==> src/rtl/arith_unit_seq.sv <==
// arith_unit_seq
// Sequential arithmetic unit: add, subtract and multiply finish one cycle
// after the accept edge; divide runs as a restoring divider over DATA_WIDTH
// cycles while busy_alu is high. All outputs are registered and hold until
// the next completed operation.
//
// Ports
//   clk               system clock, rising edge
//   rst               asynchronous active-high reset
//   A, B              unsigned operands, DATA_WIDTH bits
//   alu_fuc_arith     op select: 00 add, 01 sub, 10 mul, 11 div
//   arith_enable_alu  request strobe, sampled only while busy_alu = 0
//   arith_out_alu     result, OUT_WIDTH bits
//   arith_flag_alu    one-cycle result-valid pulse per accepted op
//   carry_out_alu     add carry / sub borrow, 0 for mul and div
//   div_zero_alu      division by zero status
//   busy_alu          high while a division is iterating
module arith_unit_seq #(
    parameter int DATA_WIDTH = 8,
    parameter int OUT_WIDTH  = 2 * DATA_WIDTH
) (
    input  logic                  clk,
    input  logic                  rst,
    input  logic [DATA_WIDTH-1:0] A,
    input  logic [DATA_WIDTH-1:0] B,
    input  logic [1:0]            alu_fuc_arith,
    input  logic                  arith_enable_alu,
    output logic [OUT_WIDTH-1:0]  arith_out_alu,
    output logic                  arith_flag_alu,
    output logic                  carry_out_alu,
    output logic                  div_zero_alu,
    output logic                  busy_alu
);

    localparam int DW    = DATA_WIDTH;
    localparam int CNT_W = $clog2(DATA_WIDTH + 1);

    localparam logic [1:0] OP_ADD = 2'b00;
    localparam logic [1:0] OP_SUB = 2'b01;
    localparam logic [1:0] OP_MUL = 2'b10;
    localparam logic [1:0] OP_DIV = 2'b11;

    typedef enum logic {
        IDLE,
        DIV
    } state_t;

    state_t           state;
    logic [CNT_W-1:0] cnt;

    // Divider datapath registers (no reset: only meaningful while in DIV)
    logic [DW-1:0] divisor;
    logic [DW-1:0] quo;
    logic [DW-1:0] rem;

    logic          accept;
    logic          start_div;

    logic [DW:0]   rem_shift;
    logic [DW:0]   trial;
    logic [DW-1:0] rem_next;
    logic [DW-1:0] quo_next;

    logic [DW:0]          sum;
    logic [DW:0]          diff;
    logic [2*DW-1:0]      prod;
    logic [OUT_WIDTH-1:0] op_result;
    logic                 op_carry;
    logic                 op_dz;
    logic [OUT_WIDTH-1:0] div_result;

    assign accept    = arith_enable_alu && !busy_alu;
    assign start_div = accept && (alu_fuc_arith == OP_DIV) && (B != '0);

    // One restoring-division step. rem < divisor always holds between steps,
    // so the shifted remainder fits in DW+1 bits and bit DW of the trial
    // difference is a reliable "went negative" indicator.
    always_comb begin
        rem_shift = {rem, quo[DW-1]};
        trial     = rem_shift - {1'b0, divisor};
        if (trial[DW]) begin
            rem_next = rem_shift[DW-1:0];
            quo_next = {quo[DW-2:0], 1'b0};
        end else begin
            rem_next = trial[DW-1:0];
            quo_next = {quo[DW-2:0], 1'b1};
        end
    end

    // Quotient in the low half, remainder above it, zero fill on top
    always_comb begin
        div_result                = '0;
        div_result[DW-1:0]        = quo_next;
        div_result[2*DW-1:DW]     = rem_next;
    end

    // Single-cycle results; divide-by-zero is also resolved here
    always_comb begin
        sum       = {1'b0, A} + {1'b0, B};
        diff      = {1'b0, A} - {1'b0, B};
        prod      = {{DW{1'b0}}, A} * {{DW{1'b0}}, B};
        op_result = '0;
        op_carry  = 1'b0;
        op_dz     = 1'b0;
        case (alu_fuc_arith)
            OP_ADD: begin
                op_result[DW:0] = sum;
                op_carry        = sum[DW];
            end
            OP_SUB: begin
                // (DW+1)-bit two's complement difference, sign-extended
                op_result       = {OUT_WIDTH{diff[DW]}};
                op_result[DW:0] = diff;
                op_carry        = diff[DW];
            end
            OP_MUL: begin
                op_result[2*DW-1:0] = prod;
            end
            OP_DIV: begin
                // Only reached with B = 0; non-zero B goes through DIV
                op_result[DW-1:0]    = '1;
                op_result[2*DW-1:DW] = A;
                op_dz                = 1'b1;
            end
            default: begin
                op_result = '0;
            end
        endcase
    end

    always_ff @(posedge clk) begin
        if (start_div) begin
            divisor <= B;
            quo     <= A;
            rem     <= '0;
        end else if (state == DIV) begin
            rem <= rem_next;
            quo <= quo_next;
        end
    end

    always_ff @(posedge clk or posedge rst) begin
        if (rst) begin
            state          <= IDLE;
            cnt            <= '0;
            arith_out_alu  <= '0;
            arith_flag_alu <= 1'b0;
            carry_out_alu  <= 1'b0;
            div_zero_alu   <= 1'b0;
            busy_alu       <= 1'b0;
        end else begin
            arith_flag_alu <= 1'b0;
            case (state)
                IDLE: begin
                    if (start_div) begin
                        state    <= DIV;
                        busy_alu <= 1'b1;
                        cnt      <= CNT_W'(DATA_WIDTH);
                    end else if (accept) begin
                        arith_out_alu  <= op_result;
                        carry_out_alu  <= op_carry;
                        div_zero_alu   <= op_dz;
                        arith_flag_alu <= 1'b1;
                    end
                end
                DIV: begin
                    cnt <= cnt - CNT_W'(1);
                    if (cnt == CNT_W'(1)) begin
                        state          <= IDLE;
                        busy_alu       <= 1'b0;
                        arith_out_alu  <= div_result;
                        carry_out_alu  <= 1'b0;
                        div_zero_alu   <= 1'b0;
                        arith_flag_alu <= 1'b1;
                    end
                end
                default: begin
                    state    <= IDLE;
                    busy_alu <= 1'b0;
                end
            endcase
        end
    end

endmodule

==> config.mk <==
export PLATFORM = sky130hd
export DESIGN_NAME = arith_unit_seq
export DESIGN_NICKNAME = d
export VERILOG_FILES = /design/src/rtl/arith_unit_seq.sv
export SDC_FILE = /design/constraint.sdc
export NUM_CORES = 1
export LEC_CHECK = 0
export CAP_MARGIN = 20
export CORE_MARGIN = 5
export CORE_UTILIZATION = 55
export CTS_CLUSTER_SIZE = 12
export DETAILED_ROUTE_END_ITERATION = 7
export PLACE_DENSITY = 0.81
export SKIP_LAST_GASP = 1
export SLEW_MARGIN = 20
export SYNTH_ARGS = -nofsm -noshare
export SYNTH_HDL_FRONTEND = slang
export SYNTH_SLANG_ARGS = --single-unit
==> constraint.sdc <==
create_clock -name clk -period 3.85 [get_ports clk]
set_clock_uncertainty 0.2 [all_clocks]
set_input_delay 0.77 -clock clk [delete_from_list [all_inputs] [get_ports clk]]
set_output_delay 0.77 -clock clk [all_outputs]
set_load 0.02 [all_outputs]
* Yosys cells after proc, flatten, opt, wreduce, memory -nomap -nowiden *
Index checks and enable logic that the tools add are counted.
Widths: inputs -> output; s select.

word-level totals
  register bits = 49
  input bits = 21
  logic and storage cells = 63

operators by class
  $add $sub $neg = 4
  multiply operators = 1
  equal/unequal tests = 8
  multiplexer cells = 30
  bitwise operators = 1
  reduce and logical (&&, ||, !) cells = 9

operators with widths
  cell                 number
  $mux 16              3
  $pmux 9 s4           1
  $pmux 16 s2          1
  $mux 8               3
  $pmux 7 s3           1
  $mul 8x8->16         1
  $mux 1               13
  $pmux 1 s2           6
  $add 8x8->9          1
  $sub 8x8->9          1
  $sub 9x8->9          1
  $pmux 4 s2           1
  $reduce_bool 8->1    1
  $ne 2x2->1 const B   3
  $eq 2x2->1 const B   2
  $eq 4x1->1 const B   1
  $mux 4               1
  $sub 4x1->4 const B  1
  $logic_and 1x1->1    3
  $reduce_and 3->1     1
  $eq 2x1->1 const B   1
  $logic_not 2->1      1
  $ne 2x1->1 const B   1
  $reduce_and 2->1     1
  3 further kinds      3

* Longest topological paths before layout *
  word-level depth = 6
  depth in mapped cells = 17

* Least setup slack after synthesis *
OpenSTA, ideal clock, no wires.

  path type = input to register
  start = input A[5]
  end = register arith_out_alu[14]
  arrival time = 4562 ps
  required time = 3517 ps
  slack = -1045 ps
  cell stages on the path = 15
  buffers on the path = 1
  path through = clkbuf_1 and2_1 fa_1 fa_1 fa_1 inv_1 fa_1 inv_1 ha_1 a21o_1 a211o_1 a31oi_1 xnor2_1 a221oi_1 o211ai_1

on the way
  cells in the longest elaborated chain, start to end = 5
  elaborated cells between the ends (all ways) = 6
  classes of those cells = add/sub: 1; mul: 1; mux: 4

ends and longest elaborated chain
  what                                                line      text
  from (decl)                                         24        input logic [DATA_WIDTH-1:0] A,
  $mul 8x8->16 / $sub 8x8->9 (equally long branches)  101, 100
  $pmux 7 s3 *                                        105       case (alu_fuc_arith)
  $mux 16 *                                           159       end else if (accept) begin
  $mux 16 *                                           155       if (start_div) begin
  $pmux 16 s2 *                                       153       case (state)
  to (signal assigned)                                160       arith_out_alu <= op_result;
  to (signal assigned)                                171       arith_out_alu <= div_result;
  to (decl)                                           28        output logic [OUT_WIDTH-1:0] arith_out_alu,

Every way passes the cells marked *; elsewhere a longest branch is shown, timed or not. The select of a mux whose other input is x is not followed.
A chain may end at the register's enable or synchronous reset.

* Worst setup path after layout *
  start = input A[1]
  end = register arith_out_alu[14]

The elaborated chain is that of the path after synthesis.

==> results by group <==
Floorplanning
  – Die Height: 112.0 um
  – Die area: 0.01255 mm2
  – Starting density of the core: 55.94%
  – Core footprint: slightly above 0.01 mm2
  – Ports: 41
  – Die Wd: about 110 um
  – Row cnt: 37

Power
  – Net switching power figure: ~1.1 mW
  – Share of total power in combinational logic: between 60% and 70%
  – Leakage Power: 3.369 nW
  – Seq pwr share: 20.5%
  – Worst VDD drop: 0.0003210 V
  – Clock Power Share: around 14%
  – Pwr Density: 375.7 mW/mm2
  – Switching share of power: 41.04%
  – Pint: around 1.6 mW

Global routing
  – GR met3 Demand/Resource: around 2.7%
  – Busiest layer in global routing: met2
  – Gr usage total: 26.36%
  – Vias in the first global route: 5463
  – Met2 Use GR: between 40 and 50%
  – Grt total ovfl: 0
  – Largest net degree at the start of global routing: 26
  – Initial antenna violation count: 0
  – First-pass GRT wire length: about 27000 um
  – Met1 usage: about a third

Routing
  – Vias: 5309
  – Initial DRC count: a little under 400
  – Final ANT Viol Nets: 0
  – # DRC: 0
  – 1st-pass router iterations: 5
  – Vias per inst: 5.979
  – DR WL/cell: 19.11 um
  – Post-Route WL: 16970 um

CTS
  – CTS tree: yes
  – CTS Hold Buffers Added: 0
  – H-tree depth: 2
  – Clk slew on worst S/H paths: 0.10 ns
  – Total CTS buffers: 5
  – CTS max path bufs: 2
  – CTS Root Cell: clkbuf_8
  – Clock sink count: 49
  – Clk Latency, worst-skew pair: 0.30 ns

Run
  – Maximum Capacitance Violations: 0

Timing
  – Final Cycle Share: 119.9%
  – Unrepaired setup endpoints after global routing: true
  – Crit path setup slack, layout: -0.7676 ns
  – Final hold vios: 0
  – Fmax: 0.2166 GHz
  – Slew Limit Headroom: roughly 37%
  – Max Transition Viols Final: 0
  – Setup violators final: 11
  – Worst-margin pin slew: 0.9396 ns
  – Minimum clock period: between 4 and 5 ns

Placement
  – Cell Area, Placed: around 0.0068 mm2
  – Gp weighted congestion: ~0.90
  – Post-DP HPWL: 12980 um
  – IO buf count: 40
  – Pre-CTS setup slack: -1.576 ns

Synth
  – Top-area cell type share of the netlist area: 13.64%
  – Multiplexer share of the synthesized area: 2.361%
  – Largest family of logic cells by synthesized area: adder cells
  – FFs w/ async S/R, synth: between 50 and 60%
  – Net Count, Synth: 764
  – Avg Inst Size Synth: 8.914 um2
  – Synth Cell Area: 0.005723 mm2
  – Post-Synth Simple-Gate Area: 18.50%
  – Post-Synthesis Cells: 642
  – Top_reg_cell synth: dfrtp_1
  – Number of synthesized flops with an enable pin: 16
  – Synth Area in Compound Gates: 18.87%
  – Yosys top cell by area: fa_1
  – Synth top area cells: fa_1 (14%), ha_1 (14%), dfrtp_1 (11%)
  – Post-synth cell types: 77
  – Synth Area in XOR/XNOR: 2.143%
  – Adder-cell share of the synthesized area: a little over a quarter
  – Register bit total from synthesis: 49
  – Yosys warns: 0
  – Seq/Total Area, Yosys: 22.13%

Run status
  – Outcome: finished with violations
  – Failing checks: setup timing

Layout
  – Net count reported at finish: between 800 and 900
  – Syn-to-layout area delta: 27.18%
  – Ant. Diodes: 0
  – Share of cells above drive strength 1: 26.73%
  – Final core occ: between 70% and 80%
  – Post-route cell area: a little over 0.007 mm2

Critical path
  – Critical path data arrival time: 4.60 ns
  – CP Max Fanout: 5
  – Crit path kind: input pin to flop
  – Setup crit end kind: flop
  – Worst EP required: around 3.8 ns
  – Startpoint Class: input pin

Worst hold path
  – Worst min path class: flop to flop
## worst paths after layout
path / startpoint / slack (ns) / cells past startpoint / to
max in group asynchronous: rst / 2.34 / 2 / arith_out_alu[5]
setup / recovery: A[1] / -0.77 / 19 / arith_out_alu[14]
setup reg to reg: quo[7] / 0.70 / 9 / arith_out_alu[10]
hold / removal: rem[6] / 0.30 / 2 / rem[6]
min in group asynchronous: rst / 0.66 / 2 / arith_flag_alu
hold reg to reg: rem[6] / 0.30 / 2 / rem[6]
## cell usage after synthesis (7+ instances only)
cell / number
nand3_1: 10
nand2_1: 55
edfxtp_1: 16
inv_1: 81
ha_1: 62
dfxtp_1: 8
and3_1: 7
and2_1: 35
nor2_1: 30
o211ai_1: 12
a21oi_1: 42
fa_1: 39
o21ai_0: 32
dfrtp_1: 25
xnor2_1: 11
o21a_1: 11
mux2i_1: 9
clkbuf_1: 9
nand2b_1: 10
nor3_1: 10
## power groups by stage
stage / Combinational, mW / Clock, mW / Sequential [mW]
6_report: 1.79 / 0.385 / 0.561
5_1_grt: 1.92 / 0.411 / 0.562
4_1_cts: 1.56 / 0.387 / 0.561
3_5_place_dp: 1.38 / 0 / 0.572
3_3_place_gp: 1.33 / 0 / 0.572
2_1_floorplan: 0.882 / 0 / 0.585
## flip-flops by register name (all words and copies together) (netlist names)
name / flops
state: 1
busy_alu: 1
arith_out_alu: 16
rem: 8
arith_flag_alu: 1
cnt: 4
carry_out_alu: 1
quo: 8
div_zero_alu: 1
divisor: 8
## timing repair
action | 4_1_cts | 5_1_grt
setup buffers | 8 | 3
endpoints found under the setup margin | 12 | 12
endpoints found under the hold margin | 0 | 0
gates resized for setup | 137 | 31
pin swaps | 59 | 36
## through the flow
| step | hold slack, ns | TNS [ns] | cells | total power [mW] |
|---|---|---|---|---|
| finish | 0.2997 | -6.401 | 888 | 2.735 |
| floorplan | 0.2631 | -5.915 | 642 | 1.466 |
| global route | 0.3261 | -7.546 | 888 | 2.895 |
| detailed placement | 0.2796 | -16.70 | 872 | 1.950 |
| CTS | 0.2953 | -5.487 | 887 | 2.509 |
| global placement | 0.2820 | -15.74 | 872 | 1.900 |
## worst max-delay path: stages
cell and delay, ns:
buf_8 0.08, clkinvlp_4 0.14, buf_6 0.17, nor2_4 0.09, ha_4 0.14, inv_2 0.04
fa_1 0.54, inv_1 0.06, fa_1 0.51, inv_2 0.05, fa_1 0.50, inv_2 0.05
ha_4 0.23, a21o_1 0.19, a211o_1 0.34, a31oi_1 0.22, xnor2_1 0.09, a221oi_1 0.26
o211ai_1 0.11
## cell families after synthesis
family	Yosys count
AND/OR/NAND/NOR	197
AO/OA/AOI/OAI	161
buffers and inverters	107
adder cells (fa/ha/maj)	101
flip-flops	49
XOR/XNOR	14
multiplexers	13
## routing by layer
metal	wire length [um]	part of all wire (%)
met1	6678	39
met2	8628	51
met3	1142	6.7
met4	516	3.0
met5	0	0
## layout by cell type (no fill, tap or decap), types with 8 or more instances in the layout
| cell type | Yosys | final |
|---|---|---|
| buf_4 | 3 | 80 |
| nor2_1 | 30 | 25 |
| xnor2_1 | 11 | 11 |
| inv_2 | 1 | 12 |
| and2_4 | 0 | 8 |
| o211ai_1 | 12 | 12 |
| o21ai_0 | 32 | 28 |
| dfrtp_1 | 25 | 25 |
| dfxtp_1 | 8 | 8 |
| ha_1 | 62 | 49 |
| buf_6 | 2 | 11 |
| fa_1 | 39 | 35 |
| a21oi_1 | 42 | 32 |
| nand3_1 | 10 | 10 |
| and2_1 | 35 | 29 |
| nand2b_1 | 10 | 10 |
| ha_4 | 0 | 9 |
| o21a_1 | 11 | 11 |
| a21oi_2 | 0 | 8 |
| clkdlybuf4s50_1 | 0 | 24 |
| edfxtp_1 | 16 | 16 |
| nand2_1 | 55 | 50 |
| nor3_1 | 10 | 10 |
| mux2i_1 | 9 | 9 |
| inv_1 | 81 | 68 |
## cell type report
type | count | area (um2)
Clock buffer | 6 | 82.58
Clock inverter | 2 | 36.28
Fill cell | 712 | 2953
Inverter | 83 | 320.3
Multi-Input combinational cell | 486 | 4295
Sequential cell | 49 | 1266
Tap cell | 136 | 170.2
Timing Repair Buffer | 126 | 1107
Note: power is estimated with default switching activity, not from simulation.
